## config.mk

```make
export PLATFORM = sky130hd
export DESIGN_NAME = uart_rx
export DESIGN_NICKNAME = d
export VERILOG_FILES = /design/src/rtl/uart_pkg.sv /design/src/rtl/uart_rx_sync.sv /design/src/rtl/uart_rx.sv
export SDC_FILE = /design/constraint.sdc
export NUM_CORES = 1
export LEC_CHECK = 0
export CAP_MARGIN = 10
export CORE_UTILIZATION = 50
export DETAILED_ROUTE_END_ITERATION = 6
export PLACE_DENSITY = 0.78
export RECOVER_POWER = 100
export SYNTH_ARGS = -nofsm -noshare
export SYNTH_HDL_FRONTEND = slang
export SYNTH_SLANG_ARGS = --single-unit
```

## constraint.sdc

```tcl
create_clock -name clk -period 2.9 [get_ports clk]
set_input_delay 0.435 -clock clk [delete_from_list [all_inputs] [get_ports clk]]
set_output_delay 0.435 -clock clk [all_outputs]
set_load 0.05 [all_outputs]
```

## src/rtl/uart_pkg.sv

```systemverilog
// Shared types and constants for the UART receive path.
package uart_pkg;

    typedef enum logic [1:0] {
        IDLE  = 2'd0,
        START = 2'd1,
        DATA  = 2'd2,
        STOP  = 2'd3
    } rx_state_e;

    localparam int OVERSAMPLE      = 16;
    localparam int MID_SAMPLE      = 7;
    localparam int DEFAULT_DBIT    = 8;
    localparam int DEFAULT_SB_TICK = 16;

endpackage

```

## src/rtl/uart_rx_sync.sv

```systemverilog
// Two-flop synchronizer for an asynchronous, idle-high input.
module uart_rx_sync (
    input  logic clk,
    input  logic reset,
    input  logic d,
    output logic q
);

    logic meta_q, meta_d;
    logic sync_q, sync_d;

    always_comb begin
        meta_d = d;
        sync_d = meta_q;
    end

    // Reset to 1 so a freshly reset receiver sees an idle line, not a start edge.
    always_ff @(posedge clk) begin
        if (reset) begin
            meta_q <= 1'b1;
            sync_q <= 1'b1;
        end else begin
            meta_q <= meta_d;
            sync_q <= sync_d;
        end
    end

    assign q = sync_q;

endmodule

```

## src/rtl/uart_rx.sv

```systemverilog
// UART receiver: 16x-oversampled 8N1 frame recovery, LSB first.
module uart_rx
    import uart_pkg::*;
#(
    parameter int DBIT    = DEFAULT_DBIT,
    parameter int SB_TICK = DEFAULT_SB_TICK
) (
    input  logic            clk,
    input  logic            reset,
    input  logic            baudtick,
    input  logic            rx,
    output logic [DBIT-1:0] rx_data,
    output logic            rx_valid,
    output logic            frame_err
);

    localparam int NW = (DBIT > 1) ? $clog2(DBIT) : 1;

    logic            rx_s;
    rx_state_e       state_q, state_d;
    logic [3:0]      s_cnt_q, s_cnt_d;
    logic [NW-1:0]   n_cnt_q, n_cnt_d;
    logic [DBIT-1:0] shreg_q, shreg_d;
    logic [DBIT-1:0] rx_data_q, rx_data_d;
    logic            rx_valid_q, rx_valid_d;
    logic            frame_err_q, frame_err_d;

    uart_rx_sync u_sync (
        .clk   (clk),
        .reset (reset),
        .d     (rx),
        .q     (rx_s)
    );

    always_comb begin
        state_d     = state_q;
        s_cnt_d     = s_cnt_q;
        n_cnt_d     = n_cnt_q;
        shreg_d     = shreg_q;
        rx_data_d   = rx_data_q;
        rx_valid_d  = 1'b0;
        frame_err_d = frame_err_q;

        case (state_q)
            // Start edge is taken on any clock so the mid-bit point stays tick-accurate.
            IDLE: begin
                if (!rx_s) begin
                    state_d = START;
                    s_cnt_d = 4'd0;
                end
            end
            START: begin
                if (baudtick) begin
                    if (s_cnt_q == 4'(MID_SAMPLE)) begin
                        if (!rx_s) begin
                            state_d = DATA;
                            s_cnt_d = 4'd0;
                            n_cnt_d = '0;
                        end else begin
                            state_d = IDLE;
                        end
                    end else begin
                        s_cnt_d = s_cnt_q + 4'd1;
                    end
                end
            end
            DATA: begin
                if (baudtick) begin
                    if (s_cnt_q == 4'(OVERSAMPLE - 1)) begin
                        shreg_d = {rx_s, shreg_q[DBIT-1:1]};
                        s_cnt_d = 4'd0;
                        if (n_cnt_q == NW'(DBIT - 1)) begin
                            state_d = STOP;
                        end else begin
                            n_cnt_d = n_cnt_q + NW'(1);
                        end
                    end else begin
                        s_cnt_d = s_cnt_q + 4'd1;
                    end
                end
            end
            STOP: begin
                if (baudtick) begin
                    if (s_cnt_q == 4'(SB_TICK - 1)) begin
                        rx_data_d   = shreg_q;
                        frame_err_d = ~rx_s;
                        rx_valid_d  = 1'b1;
                        state_d     = IDLE;
                    end else begin
                        s_cnt_d = s_cnt_q + 4'd1;
                    end
                end
            end
            default: state_d = IDLE;
        endcase
    end

    always_ff @(posedge clk) begin
        if (reset) begin
            state_q     <= IDLE;
            s_cnt_q     <= 4'd0;
            n_cnt_q     <= '0;
            shreg_q     <= '0;
            rx_data_q   <= '0;
            rx_valid_q  <= 1'b0;
            frame_err_q <= 1'b0;
        end else begin
            state_q     <= state_d;
            s_cnt_q     <= s_cnt_d;
            n_cnt_q     <= n_cnt_d;
            shreg_q     <= shreg_d;
            rx_data_q   <= rx_data_d;
            rx_valid_q  <= rx_valid_d;
            frame_err_q <= frame_err_d;
        end
    end

    assign rx_data   = rx_data_q;
    assign rx_valid  = rx_valid_q;
    assign frame_err = frame_err_q;

endmodule

```

==> flow_summary.toml, run 1 <==
[place]
dp.cells = 170
place_ws_ns = 0.624
dp_hpwl_mm = 1.70
place_area_mm2 = 0.00142
gp_congestion = 0.806
io_buffers = 13

[power_and_ir_drop]
leakage_nw = 0.536
power.density_mw_per_mm2 = 502
vdd_drop_max_mv = 0.316

[sta]
hold_ws_ns = 0.414
finalHoldViolCount = 0
worst_pin_slew_ns = 0.950
drv_slew = 0
final-setup-viol-count = 0
rsz0062_at_grt = "false"
finalWorstSetupSlack_ns = 0.707
fin_crit_sh = 0.756
max_freq_mhz = 456
tns_ns = 0
max_slew_margin = 0.364
min_period_ns = 2.19
clock_skew_ns = 0.0116

[global_route]
grtUsageTotal = 0.217
grt_pass1_vias = 921
grt_max_degree = 24
grt_pass1_wl_mm = 4.26
gr-total-overflow = 0
antenna_found_initial = 0

[worst_setup_path]
worstSetupPathType = "in2reg"
worstPathArrival_ns = 2.37
startpoint_type = "primary input"
crit_path_end_kind = "flop"
required_ns = 3.08
critPathMaxFanout = 10

[finish]
antenna_cells = 0
num-fill-cells = 196
areaGrowthSynthToFinish_pct = 16.5
fin_area_mm2 = 0.00149
register_area_um2 = 581
drive_above_1_share = 0.0872
final_nets = 156
instances_no_fill = 177
multi_input_area_um2 = 653

[drt]
route.antenna.remaining_nets = 0
drt_pre_antenna_iters = 4
avgRoutedWirePerCell_um = 14.0
vias = 1026
via_per_inst = 5.80
drt-total-wl_mm = 2.48
route.detailed.drc = 0
first_iter_violations = 19

[floorplan]
core_mm2 = 0.00232
rows = 17
die_height_um = 52.5
ios = 14
start_util = 0.550
die_area_mm2 = 0.00276
die_w_um = 52.5

[worst_hold_path]
hold_path_class = "reg2reg"

[clocking]
cts_tree = "done"
clk_path_buf_depth = 2
root_buffer = "clkbuf_4"
cts_resized = 0
clk_pin_slew_worst_paths_ns = 0.09
cts_setup_buffers = 0
clock_latency_ns = 0.32
cts_hold_buf = 0
cts.sinks = 29
htreeDepth = 2
numCtsBuffers = 5

[yosys]
syn_nets = 143
syn_avg_cell_area_um2 = 9.38
ys_seq_elements = 29
syn-cell-area_mm2 = 0.00128
synthesis.instances = 136
netlist-cell-type-count = 34
ys_seq_area_frac = 0.455
synth-warning-count = 0

[run_status]
status = "complete, no violations"

[flow_run]
drv_cap = 0
-- power breakdown --
group	internal (mW)	leakage [nW]	total [mW]	switching, mW
combinational	0.0117	0.261	0.0272	0.0154
sequential	0.401	0.234	0.407	0.00565
clock	0.175	0.0410	0.312	0.137
total	0.588	0.536	0.746	0.158
-- path summary, 6_finish.rpt --
check                start         end  slack (ns)  cells after the start
max               baudtick  rx_data[0]        0.71                      5
max reg2reg     s_cnt_q[0]  rx_data[0]        0.75                      5
min reg2reg  u_sync.meta_q    u_sync.q        0.41                      1
min          u_sync.meta_q    u_sync.q        0.41                      1
-- cell families after synthesis --
| family | share of synthesized area |
|---|---|
| xor+xnor | 0.00686 |
| fa+ha+maj | 0.0294 |
| flops | 0.455 |
| simple gates | 0.206 |
| compound gates | 0.121 |
| mux | 0.151 |
| buf+inv | 0.0314 |
-- cells in the mapped netlist --
cell type,instances,area (µm²)
mux2_2,2,22.5
o21ai_0,3,15.0
clkbuf_1,7,26.3
inv_1,1,3.75
mux2i_1,17,170
nand2_1,5,18.8
or4b_1,1,10.0
or4_1,1,7.51
nand3_1,1,5.00
nor3b_1,2,15.0
nand2b_1,4,25.0
o221a_2,1,11.3
or2_2,2,12.5
o32a_1,1,10.0
xor2_1,1,8.76
nor3_1,5,25.0
ha_1,3,37.5
nand3b_1,1,7.51
a211o_1,1,8.76
nand4_1,4,25.0
a22o_1,1,8.76
o22ai_1,1,6.26
a21oi_1,4,20.0
a211oi_1,3,22.5
nor2_1,23,86.3
a221oi_1,2,17.5
nor2_2,1,6.26
buf_2,2,10.0
o32ai_1,2,17.5
a22oi_1,1,7.51
o2bb2ai_1,1,8.76
nor2b_1,2,12.5
and3_1,1,6.26
dfxtp_1,29,581
-- layout by cell type (no fill, tap or decap), drive strengths merged, types with 2 or more instances in the layout --
master	Yosys	layout
nand2b	4	4
dlygate4sd3	0	11
nand2	5	5
or2	2	2
ha	3	3
mux2	2	2
a211oi	3	3
nor3	5	5
nand4	4	4
a21oi	4	4
nor2b	2	2
o32ai	2	2
o21ai	3	3
nor3b	2	2
nor2	24	24
clkbuf	7	6
a221oi	2	2
dfxtp	29	29
mux2i	17	17
clkdlybuf4s50	0	2
-- routing by layer --
metal,share of wire,vias up,track usage
met3,0.048,2,0.0783
met1,0.48,487,0.279
met5,0,-,0
met4,0.0085,0,0.0921
met2,0.47,22,0.325
li1,-,515,-
-- state kept, by name (all words and copies together), names as in the netlist, named ones only --
signal	cells
frame_err	1
n_cnt_q	3
s_cnt_q	4
u_sync.meta_q	1
shreg_q	8
rx_valid	1
u_sync.q	1
state_q	1
rx_data	8
-- worst max-delay path: stages --
cell and delay [ns]:
clkdlybuf4s50_1 0.62, nand4_1 0.20, nor2_1 0.77, mux2i_1 0.29, nor2_1 0.05
-- area by class of cell --
class | count | share of cell area
multi-input cells | 97 | 0.439
repair buffers | 15 | 0.0951
clock buffers | 5 | 0.0253
clock inverters | 2 | 0.0236
inverters | 1 | 0.00253
flip-flops and latches | 29 | 0.391
well taps | 28 | 0.0236
-- per-stage QoR --
step | power (mW) | util
after floorplan | 0.434 | -
after global placement | 0.442 | 0.613
after detailed placement | 0.443 | 0.613
after CTS | 0.752 | 0.644
after global routing | 0.773 | 0.641
final | 0.746 | 0.641
No activity file was read; power rests on OpenSTA's default activity.
==> run 2: changes to the inputs <==
==> constraint.sdc (replaced) <==
create_clock -name clk -period 2.25 [get_ports clk]
set_input_delay 0.3375 -clock clk [delete_from_list [all_inputs] [get_ports clk]]
set_output_delay 0.3375 -clock clk [all_outputs]
set_load 0.05 [all_outputs]
==> run 2 against run 1 <==
Against the previous run:
- worst hold slack got worse by 0.0032 ns
- via count grew 1.8%
- final area fell by 0.42%
- highest routed layer unchanged
==> flow_summary.toml, run 2 (synthesis results as in run 1) <==
[run_status]
status = "complete, no violations"

[global_route]
grt-busiest-layer = "met2"
gr-total-overflow = 0
grt_max_degree = 16
grtUsageTotal = 0.208
antenna_found_initial = 0
grt_pass1_wl_mm = 4.11
grtUsageMet3 = 0.0696
grt_pass1_vias = 942
use_met2 = 0.321
grtUsageMet1 = 0.260

[power_and_ir_drop]
p_sw_frac = 0.229
combPwrFrac = 0.042
p_sw_mw = 0.194
leakage_nw = 0.534
clkPwrFrac = 0.338
power_frac_seq = 0.620
p_int_mw = 0.652
totalPowerFinal_mw = 0.846
power.density_mw_per_mm2 = 571
vdd_drop_max_mv = 0.426

[sta]
min_period_ns = 2.01
finalHoldViolCount = 0
max_freq_mhz = 497
clock_skew_ns = 0.00861
fin_crit_sh = 0.895
tns_ns = 0
max_slew_margin = 0.625
drv_slew = 0
rsz0062_at_grt = "false"
final-setup-viol-count = 0
worst_pin_slew_ns = 0.562

[drt]
first_iter_violations = 30
drt-total-wl_mm = 2.36
via_per_inst = 5.77
route.antenna.remaining_nets = 0
avgRoutedWirePerCell_um = 13.0
route.detailed.drc = 0
drt_pre_antenna_iters = 4
vias = 1044

[worst_setup_path]
rrSetupSlack_ns = 0.24
worstSetupPathType = "reg2reg"
timing.rr.end = "n_cnt_q[0]"
startpoint_type = "flop"
crit_path_end_kind = "flop"
critPathMaxFanout = 8
r2r_start = "s_cnt_q[0]"
required_ns = 2.50
worstPathArrival_ns = 2.26
rr_worst_depth = 5

[place]
dp_hpwl_mm = 1.69
gp_congestion = 0.838
io_buffers = 13

[floorplan]
die_height_um = 52.5
start_util = 0.550
die_area_mm2 = 0.00276
rows = 17
die_w_um = 52.5
core_mm2 = 0.00232
ios = 14

[finish]
drive_above_1_share = 0.0915
antenna_cells = 0
multi_input_area_um2 = 653
layout_commonest_cell = "dfxtp_1"
final_nets = 159
register_area_um2 = 581
areaGrowthSynthToFinish_pct = 16.0
layout_common_cells = "dfxtp_1, nor2_1, mux2i_1"
num-fill-cells = 197

[clocking]
cts.sinks = 29
cts_tree = "done"
cts_setup_buffers = 0
root_buffer = "clkbuf_4"
cts_hold_buf = 0
clock_latency_ns = 0.32
htreeDepth = 2
numCtsBuffers = 5
clk_path_buf_depth = 2
clk_pin_slew_worst_paths_ns = 0.08
cts_resized = 0

[worst_hold_path]
min_to = "u_sync.q"
hold_depth = 1
hp-start = "u_sync.meta_q"
hold_path_class = "reg2reg"

[flow_run]
drv_cap = 0
## run 2: cell types whose count changed in the layout (fill, tap and decap cells not counted), sizes merged
| cell | before | now |
|---|---|---|
| clkinv | 1 | 2 |
| bufinv | 1 | 0 |
| buf | 1 | 2 |
| clkbuf | 6 | 9 |
## run 2: power by group through the flow
stage / logic [mW] / clock network, mW / registers (mW)
floorplan: 0.0284 / 0 / 0.531
global placement: 0.0351 / 0 / 0.536
detailed placement: 0.0359 / 0 / 0.536
CTS: 0.0359 / 0.299 / 0.524
global route: 0.0406 / 0.326 / 0.525
finish: 0.0357 / 0.286 / 0.524
## run 2: worst max-delay path by stage
stage               start    endpoint  slack (ns)
5_1_grt        s_cnt_q[0]  shreg_q[3]        0.07
4_1_cts        s_cnt_q[0]  n_cnt_q[0]        0.24
6_report       s_cnt_q[0]  n_cnt_q[0]        0.24
3_5_place_dp     baudtick  n_cnt_q[0]        0.17
3_3_place_gp     baudtick  n_cnt_q[0]        0.25
2_1_floorplan  s_cnt_q[0]  n_cnt_q[0]        0.42
## run 2: area by class of cell
cell class / instances / area share
clock buffer: 6 / 0.0279
clock inverter: 2 / 0.00676
sequential: 29 / 0.392
inverter: 1 / 0.00254
timing repair buffer: 18 / 0.106
multi-input combinational: 97 / 0.441
tap: 28 / 0.0237
## run 2: metal layers
metal / vias to the layer above / routed length, µm
met1: 484 / 1090
met2: 27 / 1110
met3: 5 / 116
met4: 0 / 41
met5: - / 0
li1: 528 / -
## run 2: critical path: stages (launching register included)
cell	delay, ns
dfxtp_1	0.38
ha_1	0.30
or4b_1	0.49
o32a_1	0.23
or4_1	0.40
a21oi_1	0.14
## run 2: through the flow
| step | util | worst slack [ns] | instance area (µm²) | hold WS, ns | instances |
|---|---|---|---|---|---|
| floorplan | - | 0.416 | 1280 | 0.389 | 136 |
| global placement | 0.622 | 0.253 | 1440 | 0.394 | 173 |
| detailed placement | 0.622 | 0.173 | 1440 | 0.396 | 173 |
| CTS | 0.644 | 0.243 | 1490 | 0.415 | 181 |
| global route | 0.638 | 0.0681 | 1480 | 0.427 | 181 |
| finish | 0.638 | 0.236 | 1480 | 0.411 | 181 |
==> run 3: changes to the inputs <==
--- a/config.mk
+++ b/config.mk
@@ -5,7 +5,6 @@
 export SDC_FILE = /design/constraint.sdc
 export NUM_CORES = 1
 export LEC_CHECK = 0
-export CAP_MARGIN = 10
 export CORE_UTILIZATION = 50
 export DETAILED_ROUTE_END_ITERATION = 6
 export PLACE_DENSITY = 0.78
==> results of run 3 <==
No change in the layout: final DEF, timing and power equal those of run 2.
